## src/rtl/radix4_booth_mul.sv

```systemverilog
// ---------------------------------------------------------------------------
// radix4_booth_mul
//
// Sequential radix-4 Booth multiplier for the RV32M MUL/MULH/MULHSU/MULHU
// instructions. It retires two multiplier bits per cycle and returns one
// N-bit result selected by op. It uses a start/busy/done handshake.
//
// Ports
//   clk           rising-edge clock
//   rst           asynchronous, active-low reset
//   start         request pulse, sampled only while idle
//   multiplicand  rs1 operand, captured when start is accepted
//   multiplier    rs2 operand, captured when start is accepted
//   op            00 MUL (low half), 01 MULH (s x s), 10 MULHSU (s x u),
//                 11 MULHU (u x u); the last three return the high half
//   out           result, held until the next completion
//   busy          high whenever the engine is not idle
//   done          one-cycle pulse, out is valid in the same cycle
//
// Timing: start accepted at E0, iterations at E1..E(N/2+1), result edge at
// E(N/2+2). If either operand is zero, the engine skips the iterations and
// the result edge is E1.
// ---------------------------------------------------------------------------
module radix4_booth_mul #(
    parameter int N = 32
) (
    input  logic         clk,
    input  logic         rst,
    input  logic         start,
    input  logic [N-1:0] multiplicand,
    input  logic [N-1:0] multiplier,
    input  logic [1:0]   op,
    output logic [N-1:0] out,
    output logic         busy,
    output logic         done
);

    // Operands are extended to N+2 bits so that every signedness mode can be
    // handled by one signed Booth recoding. The running partial sum has two
    // guard bits above the extended width. These bits absorb the +/-2A digit
    // before the arithmetic shift, so that the shift sees the true sign.
    localparam int XW    = N + 2;
    localparam int HW    = N + 4;
    localparam int ITER  = N / 2 + 1;
    localparam int CW    = $clog2(ITER + 1);

    typedef enum logic [1:0] {
        IDLE = 2'd0,
        RUN  = 2'd1,
        DONE = 2'd2
    } state_t;

    state_t          state_reg;
    logic [1:0]      op_reg;
    logic [XW-1:0]   a_reg;      // extended multiplicand
    logic [HW-1:0]   hi_reg;     // upper (accumulating) half of the pair
    logic [XW-1:0]   lo_reg;     // multiplier, replaced by product bits as it shifts
    logic            z_reg;      // bit just below lo_reg[0] (implicit 0 at start)
    logic [CW-1:0]   count_reg;
    logic [N-1:0]    out_reg;
    logic            done_reg;

    // ---------------- operand extension at capture ----------------
    logic          a_signed;
    logic          b_signed;
    logic [XW-1:0] a_ext;
    logic [XW-1:0] b_ext;
    logic          zero_operand;

    assign a_signed     = (op != 2'b11);
    assign b_signed     = ~op[1];
    assign a_ext        = {{2{a_signed & multiplicand[N-1]}}, multiplicand};
    assign b_ext        = {{2{b_signed & multiplier[N-1]}}, multiplier};
    assign zero_operand = (multiplicand == '0) || (multiplier == '0);

    // ---------------- Booth digit selection ----------------
    logic [2:0]    win;
    logic [HW-1:0] a_wide;
    logic [HW-1:0] a_dbl;
    logic [HW-1:0] pp;
    logic [HW-1:0] sum;
    logic [HW-1:0] hi_next;
    logic [XW-1:0] lo_next;

    assign win    = {lo_reg[1:0], z_reg};
    assign a_wide = {{2{a_reg[XW-1]}}, a_reg};
    assign a_dbl  = {a_wide[HW-2:0], 1'b0};

    always_comb begin
        pp = '0;
        case (win)
            3'b001, 3'b010: pp = a_wide;
            3'b011:         pp = a_dbl;
            3'b100:         pp = '0 - a_dbl;
            3'b101, 3'b110: pp = '0 - a_wide;
            default:        pp = '0;
        endcase
    end

    assign sum = hi_reg + pp;

    // Arithmetic shift right by 2 of the pair {sum, lo_reg, z_reg}
    assign hi_next = {{2{sum[HW-1]}}, sum[HW-1:2]};
    assign lo_next = {sum[1:0], lo_reg[XW-1:2]};

    // After all iterations the pair holds the product with bit 0 at
    // lo_reg[0]. The high result half therefore straddles both registers.
    logic [N-1:0] prod_low;
    logic [N-1:0] prod_high;

    assign prod_low  = lo_reg[N-1:0];
    assign prod_high = {hi_reg[N-3:0], lo_reg[N+1:N]};

    // ---------------- control and datapath ----------------
    always_ff @(posedge clk or negedge rst) begin
        if (!rst) begin
            state_reg <= IDLE;
            op_reg    <= '0;
            a_reg     <= '0;
            hi_reg    <= '0;
            lo_reg    <= '0;
            z_reg     <= 1'b0;
            count_reg <= '0;
            out_reg   <= '0;
            done_reg  <= 1'b0;
        end else begin
            done_reg <= 1'b0;
            case (state_reg)
                IDLE: begin
                    if (start) begin
                        op_reg    <= op;
                        a_reg     <= a_ext;
                        hi_reg    <= '0;
                        z_reg     <= 1'b0;
                        count_reg <= '0;
                        if (zero_operand) begin
                            // Clearing the multiplier leaves the whole pair at
                            // zero, which is the product.
                            lo_reg    <= '0;
                            state_reg <= DONE;
                        end else begin
                            lo_reg    <= b_ext;
                            state_reg <= RUN;
                        end
                    end
                end
                RUN: begin
                    hi_reg    <= hi_next;
                    lo_reg    <= lo_next;
                    z_reg     <= lo_reg[1];
                    count_reg <= count_reg + 1'b1;
                    if (count_reg == CW'(ITER - 1)) begin
                        state_reg <= DONE;
                    end
                end
                DONE: begin
                    out_reg   <= (op_reg == 2'b00) ? prod_low : prod_high;
                    done_reg  <= 1'b1;
                    state_reg <= IDLE;
                end
                default: begin
                    state_reg <= IDLE;
                end
            endcase
        end
    end

    assign out  = out_reg;
    assign done = done_reg;
    assign busy = (state_reg != IDLE);

endmodule

```

## config.mk

```make
export PLATFORM = sky130hd
export DESIGN_NAME = radix4_booth_mul
export DESIGN_NICKNAME = d
export VERILOG_FILES = /design/src/rtl/radix4_booth_mul.sv
export SDC_FILE = /design/constraint.sdc
export NUM_CORES = 1
export LEC_CHECK = 0
export ABC_AREA = 1
export ABC_CLOCK_PERIOD_IN_PS = 5100
export CORE_MARGIN = 10
export CORE_UTILIZATION = 59
export CTS_CLUSTER_DIAMETER = 50
export DETAILED_ROUTE_END_ITERATION = 10
export GPL_TIMING_DRIVEN = 0
export PLACE_DENSITY = 0.82
export REMOVE_ABC_BUFFERS = 1
export SLEW_MARGIN = 25
export SYNTH_ARGS = -nofsm -noshare
export SYNTH_HDL_FRONTEND = slang
export SYNTH_SLANG_ARGS = --single-unit
```

## constraint.sdc

```tcl
create_clock -name clk -period 5.1 [get_ports clk]
set_clock_uncertainty 0.05 [all_clocks]
set_input_delay 1.02 -clock clk [delete_from_list [all_inputs] [get_ports clk]]
set_output_delay 1.02 -clock clk [all_outputs]
set_load 0.01 [all_outputs]
```

==> results of run 1 <==
Yosys cell counts (3+ instances only):
master | count | area, sq um
nand2_1 | 471 | 1770
nor2_1 | 190 | 713
inv_1 | 167 | 627
dfrtp_1 | 144 | 3600
nand3_1 | 127 | 636
a21oi_1 | 117 | 586
o21ai_0 | 79 | 395
ha_1 | 38 | 475
nand4_1 | 36 | 225
a31oi_1 | 33 | 206
clkbuf_1 | 30 | 113
nor3_1 | 22 | 110
buf_2 | 21 | 105
xor2_1 | 16 | 140
nand3b_1 | 10 | 75.1
o22ai_1 | 10 | 62.6
xnor2_1 | 8 | 70.1
o21bai_1 | 6 | 45.0
buf_1 | 5 | 18.8
nor2_2 | 5 | 31.3
inv_2 | 4 | 15.0
o2111ai_1 | 3 | 26.3
area by class of cell:
type,instances,area [sq um],area share [%]
Multi-Input combinational cell,1193,5810,47.6
Inverter,171,642,5.25
Clock buffer,18,429,3.51
Clock inverter,13,200,1.64
Timing Repair Buffer,112,1250,10.2
Sequential cell,144,3600,29.5
Tap cell,225,282,2.30
worst reg2reg max path: stages (launching register included):
cell	delay, ns
dfrtp_1	0.41
inv_1	0.17
ha_1	0.23
nand3_1	0.16
nor3_1	0.66
xor2_1	0.19
inv_1	0.06
nand2_1	0.05
nand4_1	0.14
ha_1	0.41
nand2_1	0.14
nor2_1	0.14
inv_1	0.11
nor3_1	0.14
nand2_1	0.08
nand2_1	0.17
nand2_1	0.14
nand2_1	0.09
nand2_1	0.05
nand3_1	0.07
nand2_1	0.06
cells in the final DEF, fill, tap and decap left out, types with 33 or more instances in the layout:
cell             instances
a21oi_1                117
a31oi_1                 33
clkdlybuf4s50_1        101
dfrtp_1                143
ha_1                    38
inv_1                  166
nand2_1                471
nand3_1                127
nand4_1                 36
nor2_1                 184
o21ai_0                 79
per-stage QoR:
stage / setup TNS, ns / util, %
CTS: 0 / 71.1
floorplan: 0 / -
detailed placement: 0 / 67.5
finish: 0 / 71.1
global placement: -403.56 / 65.9
global route: 0 / 71.1
worst max path at each step:
stage / slack (ns) / depth (start not counted) / endpoint / from
2_1_floorplan: 1.73 / 7 / lo_reg[32]$_DFFE_PN0P_ / state_reg[0]$_DFFE_PN0P_
3_3_place_gp: -2.81 / 1 / a_reg[22]$_DFFE_PN0P_ / rst
3_5_place_dp: 1.18 / 8 / lo_reg[26]$_DFFE_PN0P_ / start
4_1_cts: 1.34 / 20 / hi_reg[30]$_DFFE_PN0P_ / a_reg[0]$_DFFE_PN0P_
5_1_grt: 0.97 / 20 / hi_reg[30]$_DFFE_PN0P_ / a_reg[0]$_DFFE_PN0P_
6_report: 1.26 / 20 / hi_reg[30]$_DFFE_PN0P_ / a_reg[0]$_DFFE_PN0P_
cell families (layout without fill, tap and decap cells):
logic type / Yosys count / in the layout
adder cells (fa/ha/maj): 39 / 39
flip-flops: 144 / 144
AND/OR/NAND/NOR: 871 / 871
AO/OA/AOI/OAI: 259 / 259
XOR/XNOR: 24 / 24
buffers and inverters: 228 / 314
metal layers:
layer | global-route usage, % | part of all wire, %
met4 | 7.89 | 2.4
met1 | 34.5 | 43
met2 | 45.4 | 47
met3 | 4.97 | 7.7
met5 | 0 | 0
==> impl_results.md, run 1 <==
- Reg clk slew, reported paths: 0.06 ns
- Placed cells: 1,845
- Antenna violations before repair: 0
- All-Layer GR Usage: 27.0%
- Post-synth ARST share: 100%
- Rows: 48
- Max-slew violations: 0
- Largest net degree at the start of global routing: 75
- Crit path largest cell delay: 0.66 ns
- CTS Buffer Depth: 2
- First-pass GRT wire length: 52.1 mm
- Xor/xnor share of the synthesized area: 2.05%
- DRT iter0 DRCs: 947
- Pre-antenna DRT Iters: 6
- Pre-CTS WS: 1.18 ns
- Wire per inst: 17.2 um
- Chip width: 152 um
- Crit path time final: 3.84 ns
- Vias in the first global route: 10.3k
- EDFF count, synth: 0
- Top delay family on crit path: simple AND/OR/NAND/NOR gates
- R2R depth: 20
- Achievable Freq: 260 MHz
- R2r setup slk: 1.26 ns
- Post-CTS setup buffers: 0
- CP startpoint kind: register
- Vias per cell: 5.80
- Num CTS Buffers: 17
- Placeable Area: 17,200 sq um
- Slowest-stage cell, CP: nor3_1
- Crit end category: register
- Critical Path Most Common Cell: nand2_1
- Residual DRC: 0
- Data required, critical path: 5.37 ns
- Multiplexer area fraction after synthesis: 0%
- Slew @ Worst Pin: 0.966 ns
- Clock Root Buffer: clkbuf_16
- Hold_ws: 0.425 ns
- R2r endpoint: hi_reg[30]$_DFFE_PN0P_
- RSZ-0062 raised after global routing: no
- Largest family of logic cells by synthesized area: simple AND/OR/NAND/NOR gates
- Relative slew slack: 35.5%
- GR Overflow Total: 0
- Cells after synthesis: 1,565
- Initial Util: 59.7%
- Layout Area Growth over Synthesis: 19.1%
- I/O Pins: 103
- Gates resized, CTS repair: 0
- Layout cell share with drive strength beyond 1: 4.06%
- Part of the cycle the worst path needs: 75.3%
- HPWL Detailed: 24.1 mm
- Distinct cells, synth: 39
- Post-detailed-route count of antenna-violating nets: 0
- Die Y-Extent: 152 um
- Crit Path Category: reg -> reg
- Nets: 1,747
- WP buf/inv: 3
- Max-cap viol count: 0
- Final count of hold timing violations: 0
- Post-Synth Adder-Cell Area: 4.83%
- Final Worst Setup Slack: 1.26 ns
- CP max FO: 5
- Routability cong.: 0.962
- CP Cell Sequence: inv_1, ha_1, nand3_1, nor3_1, xor2_1, inv_1, nand2_1, nand4_1, ha_1, nand2_1, nor2_1, inv_1, nor3_1, nand2_1, nand2_1, nand2_1, nand2_1, nand2_1, nand3_1, nand2_1
- Vias: 10.9k
- Die area: 23,100 sq um
- CTS tree: yes
- Seq cells post-synth: 144
- CTS Sinks: 144
- Status: completed
- Fill cell count: 1,468
- IO buf count: 102
- Worst Hold End: count_reg[4]$_DFFE_PN0P_
- Syn Area/Cell: 6.55 sq um
- Warnings, synthesis: 0
- Synth Area in Simple Gates: 35.7%
- Launch point of the worst reg-to-reg path: a_reg[0]$_DFFE_PN0P_
- Top FF cell, synth: dfrtp_1
- Critical path arrival: 4.11 ns
- DRT Wirelength: 32.4 mm
- Hold Crit Class: reg -> reg
- Hold-fix buffers, CTS: 0
- Final setup viols: 0
- Register area share after synthesis: 35.1%
- Synth Area in Compound Gates: 13.7%
- Hold path cells: 1
- CTS H-Tree Depth: 4
- ANT cells: 0
- Placed instance area: 11,600 sq um
- Clock Latency Late Sink: 0.43 ns
- Synth Cell Area: 10,300 sq um
- Hold_sp: count_reg[4]$_DFFE_PN0P_
- Finished Layout Cells: 1,876
- Finished Cell Area: 12,200 sq um
Power of run 1 is left out: the tool's default activity adds up to more than one toggle a clock period on the data nets, which glitch-free logic cannot reach.
==> run 2, diff against run 1 <==
Settings changed: ABC_CLOCK_PERIOD_IN_PS 5100 to 4000, CORE_UTILIZATION 59 to 58, PLACE_DENSITY 0.82 to 0.81.
Clock period 5.1 ns to 4 ns, I/O delays scaled along.
==> impl_results.md, run 2 (synthesis gave the netlist of run 1 again) <==
- Status: completed
- Rows: 48
- Vias in the first global route: 10.2k
- Residual DRC: 0
- Nets: 1,746
- R2r setup slk: 0.26 ns
- Hold-fix buffers, CTS: 0
- Num CTS Buffers: 17
- GR Util met2: 43.1%
- Layout cell share with drive strength beyond 1: 4.06%
- Commonest non-fill, non-tap cell in the layout: nand2_1
- Routability cong.: 0.991
- Clock Latency Late Sink: 0.43 ns
- Largest net degree at the start of global routing: 89
- CP Cell Sequence: inv_1, ha_1, nand4_1, nor2_2, nand3_2, inv_1, nand3_1, nand3_1, nand4_1, ha_1, nand2_1, nor2_1, inv_1, o21ai_0, a21oi_1, nand2_1, nand2_1, nand3_1, nand2_1
- RSZ-0062 raised after global routing: no
- GR Overflow Total: 0
- Crit path time final: 3.74 ns
- Crit end category: register
- Die area: 23,400 sq um
- GRT met3 Usage: 4.91%
- IO buf count: 102
- Placeable Area: 17,300 sq um
- R2R depth: 19
- Clock Root Buffer: clkbuf_16
- All-Layer GR Usage: 26.6%
- Slowest-stage cell, CP: ha_1
- CTS Buffer Depth: 2
- Post-detailed-route count of antenna-violating nets: 0
- Initial Util: 59.3%
- Wire per inst: 16.8 um
- HPWL Detailed: 23.9 mm
- Commonest cells after routing, fill and taps aside: 471 x nand2_1, 184 x nor2_1, 167 x inv_1
- Die Y-Extent: 153 um
- M1 GR Usage: 34.5%
- Chip width: 153 um
- GRT busiest layer: met2
- DRT Wirelength: 31.6 mm
- Fill cell count: 1,502
- Part of the cycle the worst path needs: 93.5%
- Finished Cell Area: 12,200 sq um
- R2r endpoint: hi_reg[31]$_DFFE_PN0P_
- ANT cells: 0
- Start point of the critical path: a_reg[0]$_DFFE_PN0P_
- Crit path largest cell delay: 0.44 ns
- Gates resized, CTS repair: 0
- Final setup viols: 0
- Data required, critical path: 4.26 ns
- Hold Crit Class: in -> async
- Relative slew slack: 35.7%
- CP max FO: 6
- Max-cap viol count: 0
- Setup TNS: 0 ns
- Final count of hold timing violations: 0
- CTS tree: yes
- Critical Path Most Common Cell: nand2_1
- Vias: 10.8k
- Reg clk slew, reported paths: 0.07 ns
- Placed instance area: 11,600 sq um
- Achievable Freq: 267 MHz
- Vias per cell: 5.75
- I/O Pins: 103
- CP startpoint kind: register
- Launch point of the worst reg-to-reg path: a_reg[0]$_DFFE_PN0P_
- Antenna violations before repair: 0
- Layout Area Growth over Synthesis: 18.8%
- Post-CTS setup buffers: 0
- DRT iter0 DRCs: 1,053
- Pre-antenna DRT Iters: 6
- Slew @ Worst Pin: 0.964 ns
- Critical path arrival: 4.00 ns
- Crit Path Category: reg -> reg
- CTS Sinks: 144
- CTS H-Tree Depth: 4
- First-pass GRT wire length: 51.7 mm
- Max-slew violations: 0
- Crit path to: hi_reg[31]$_DFFE_PN0P_
-- run 2: changes by cell type in the layout (fill, tap and decap cells not counted), sizes merged --
cell and change:
inv +3, buf -1, bufinv -2
-- run 2: per-stage QoR --
stage                     worst slack [ns]  hold WS, ns  std cells  utilization, %
final                                0.261        0.220       1876            70.5
after global routing               0.00305        0.259       1876            70.5
after CTS                            0.325        0.244       1876            70.5
after detailed placement             0.261        0.424       1844            66.8
after global placement               -3.73        0.415       1835            65.4
after floorplan                      0.630        0.390       1508               -
-- run 2: critical path, delay by kind of cell (launching register included) --
family / cells / cell delay (ns)
flip-flops: 1 / 0.40
AND/OR/NAND/NOR: 12 / 1.63
AO/OA/AOI/OAI: 2 / 0.46
adder cells (fa/ha/maj): 2 / 0.67
buffers and inverters: 3 / 0.40
-- run 2: area by class of cell --
cell class                      instances  area, sq um  area share (%)
Clock buffer                           18          439            3.60
Sequential cell                       144         3600            29.6
Clock inverter                         14          191            1.57
Timing Repair Buffer                  111         1220            10.0
Tap cell                              225          282            2.31
Inverter                              171          642            5.27
Multi-Input combinational cell       1193         5810            47.7
-- run 2: worst min-delay path by stage --
stage                              from                       end  slack (ns)  depth (start not counted)
2_1_floorplan  count_reg[4]$_DFFE_PN0P_  count_reg[4]$_DFFE_PN0P_        0.39                          1
3_3_place_gp   count_reg[4]$_DFFE_PN0P_  count_reg[4]$_DFFE_PN0P_        0.41                          1
3_5_place_dp   count_reg[4]$_DFFE_PN0P_  count_reg[4]$_DFFE_PN0P_        0.42                          1
4_1_cts                             rst     lo_reg[6]$_DFFE_PN0P_        0.24                          1
5_1_grt                             rst     lo_reg[5]$_DFFE_PN0P_        0.26                          1
6_report                            rst     lo_reg[4]$_DFFE_PN0P_        0.22                          1
-- run 2: routing by layer --
| metal | up-vias | part of all wire [%] |
|---|---|---|
| met2 | 459 | 47 |
| met1 | 4996 | 43 |
| met3 | 53 | 7.0 |
| met5 | - | 0 |
| met4 | 0 | 2.9 |
| li1 | 5279 | - |
Power of run 2 is left out for the same reason.
==> run 3, diff against run 2 <==
Settings changed: CORE_UTILIZATION 58 to 35, PLACE_DENSITY 0.81 to not set.
==> impl_results.md, run 3 (synthesis gave the netlist of run 1 again) <==
- Vias per cell: 5.14
- Max-slew violations: 0
- CTS Buffer Depth: 2
- Hold-fix buffers, CTS: 0
- Initial Util: 35.6%
- Rows: 62
- Nets: 1,750
- ANT cells: 0
- Die Y-Extent: 191 um
- Wire per inst: 16.4 um
- All-Layer GR Usage: 18.2%
- Num CTS Buffers: 17
- Max-cap viol count: 0
- M1 wire length: 16.3 mm
- CTS Sinks: 144
- Finished Cell Area: 12,400 sq um
- Placed cells: 2,002
- CTS H-Tree Depth: 4
- Pre-antenna DRT Iters: 7
- Largest net degree at the start of global routing: 81
- Commonest cells after routing, fill and taps aside: 471 x nand2_1, 184 x nor2_1, 166 x inv_1
- HPWL Detailed: 25.4 mm
- Hold Crit Class: in -> async
- Slew @ Worst Pin: 1.02 ns
- First-pass GRT wire length: 53.3 mm
- DRT iter0 DRCs: 901
- IO buf count: 102
- Data required, critical path: 4.27 ns
- Post-detailed-route count of antenna-violating nets: 0
- GR Overflow Total: 0
- Part of the cycle the worst path needs: 91.8%
- Crit end category: register
- Crit path time final: 3.67 ns
- I/O Pins: 103
- Clock Latency Late Sink: 0.44 ns
- Chip width: 191 um
- Clock Root Buffer: clkbuf_16
- Critical path arrival: 3.94 ns
- CP max FO: 12
- Crit Path Category: reg -> reg
- Commonest non-fill, non-tap cell in the layout: nand2_1
- Antenna violations before repair: 0
- Met3 wire length: 1.79 mm
- Layout cell share with drive strength beyond 1: 4.47%
- Vias in the first global route: 9,938
- Placeable Area: 28,800 sq um
- Relative slew slack: 32.1%
- CP startpoint kind: register
- Achievable Freq: 272 MHz
- RSZ-0062 raised after global routing: no
- Layout Utilization: 43.1%
- Top sig layer: met4
- DRT Wirelength: 33.4 mm
- Vias: 10.5k
- Reg clk slew, reported paths: 0.07 ns
- Routability cong.: 0.895
- Finished Layout Cells: 2,039
- Placed instance area: 11,800 sq um
- CTS tree: yes
- Final count of hold timing violations: 0
- WL met2: 14.7 mm
- Setup TNS: 0 ns
- Final setup viols: 0
- Residual DRC: 0
- Layout Area Growth over Synthesis: 21.0%
- Die area: 36,500 sq um
- Status: completed
-- run 3: cell count changes in the layout (fill, tap and decap cells not counted), sizes merged --
cell      change
clkinvlp      +1
nor2          +2
inv           -1
clkinv        +2
buf           +2
bufinv        -2
-- run 3: worst max-delay path: stages, from the launching register on --
cell and delay (ns):
dfrtp_1 0.47, nand2_1 0.23, nand2_1 0.26, nor2_4 0.24, clkinvlp_4 0.30, o2111ai_1 0.44
ha_1 0.37, nand2_1 0.17, inv_1 0.06, a21oi_1 0.15, nand3_1 0.16, nand2_1 0.10
nand2_1 0.15, nand2_1 0.17, nand3_1 0.08, nand3_1 0.10, nand2_1 0.06
-- run 3: final timing paths --
check	from	depth (start not counted)	slack (ns)	end
max	lo_reg[0]$_DFFE_PN0P_	16	0.33	hi_reg[28]$_DFFE_PN0P_
min	rst	1	0.25	out[6]$_DFFE_PN0P_
max reg2reg	lo_reg[0]$_DFFE_PN0P_	16	0.33	hi_reg[28]$_DFFE_PN0P_
min reg2reg	count_reg[4]$_DFFE_PN0P_	1	0.43	count_reg[4]$_DFFE_PN0P_
max in group asynchronous	rst	2	2.86	a_reg[19]$_DFFE_PN0P_
min in group clk	count_reg[4]$_DFFE_PN0P_	1	0.43	count_reg[4]$_DFFE_PN0P_
-- run 3: per-layer routing --
metal  GRT usage (%)  vias up
li1                -     5288
met1            25.6     4816
met2            27.9      329
met3            3.06       44
met4            5.11        0
met5               0        -
-- run 3: area by class of cell --
class                   count  area [sq um]
repair buffers            113          1250
well taps                 384           480
inverters                 171           646
fillers                  3027         16400
clock buffers              18           439
multi-input cells        1195          5850
clock inverters            14           141
flip-flops and latches    144          3600
-- run 3: timing repair --
action | in CTS | in global routing
pin swaps | 0 | 2
gates cloned | 0 | 2
gates resized for setup | 1 | 5
setup endpoints to repair | 23 | 64
setup buffers | 0 | 3
-- run 3: stage by stage --
step	hold WS [ns]	worst slack, ns
after floorplan	0.390	0.630
after global placement	0.410	-4.12
after detailed placement	0.422	-0.221
after CTS	0.268	0.00855
after global routing	0.263	0.0399
final	0.245	0.329
Power of run 3 is left out for the same reason.
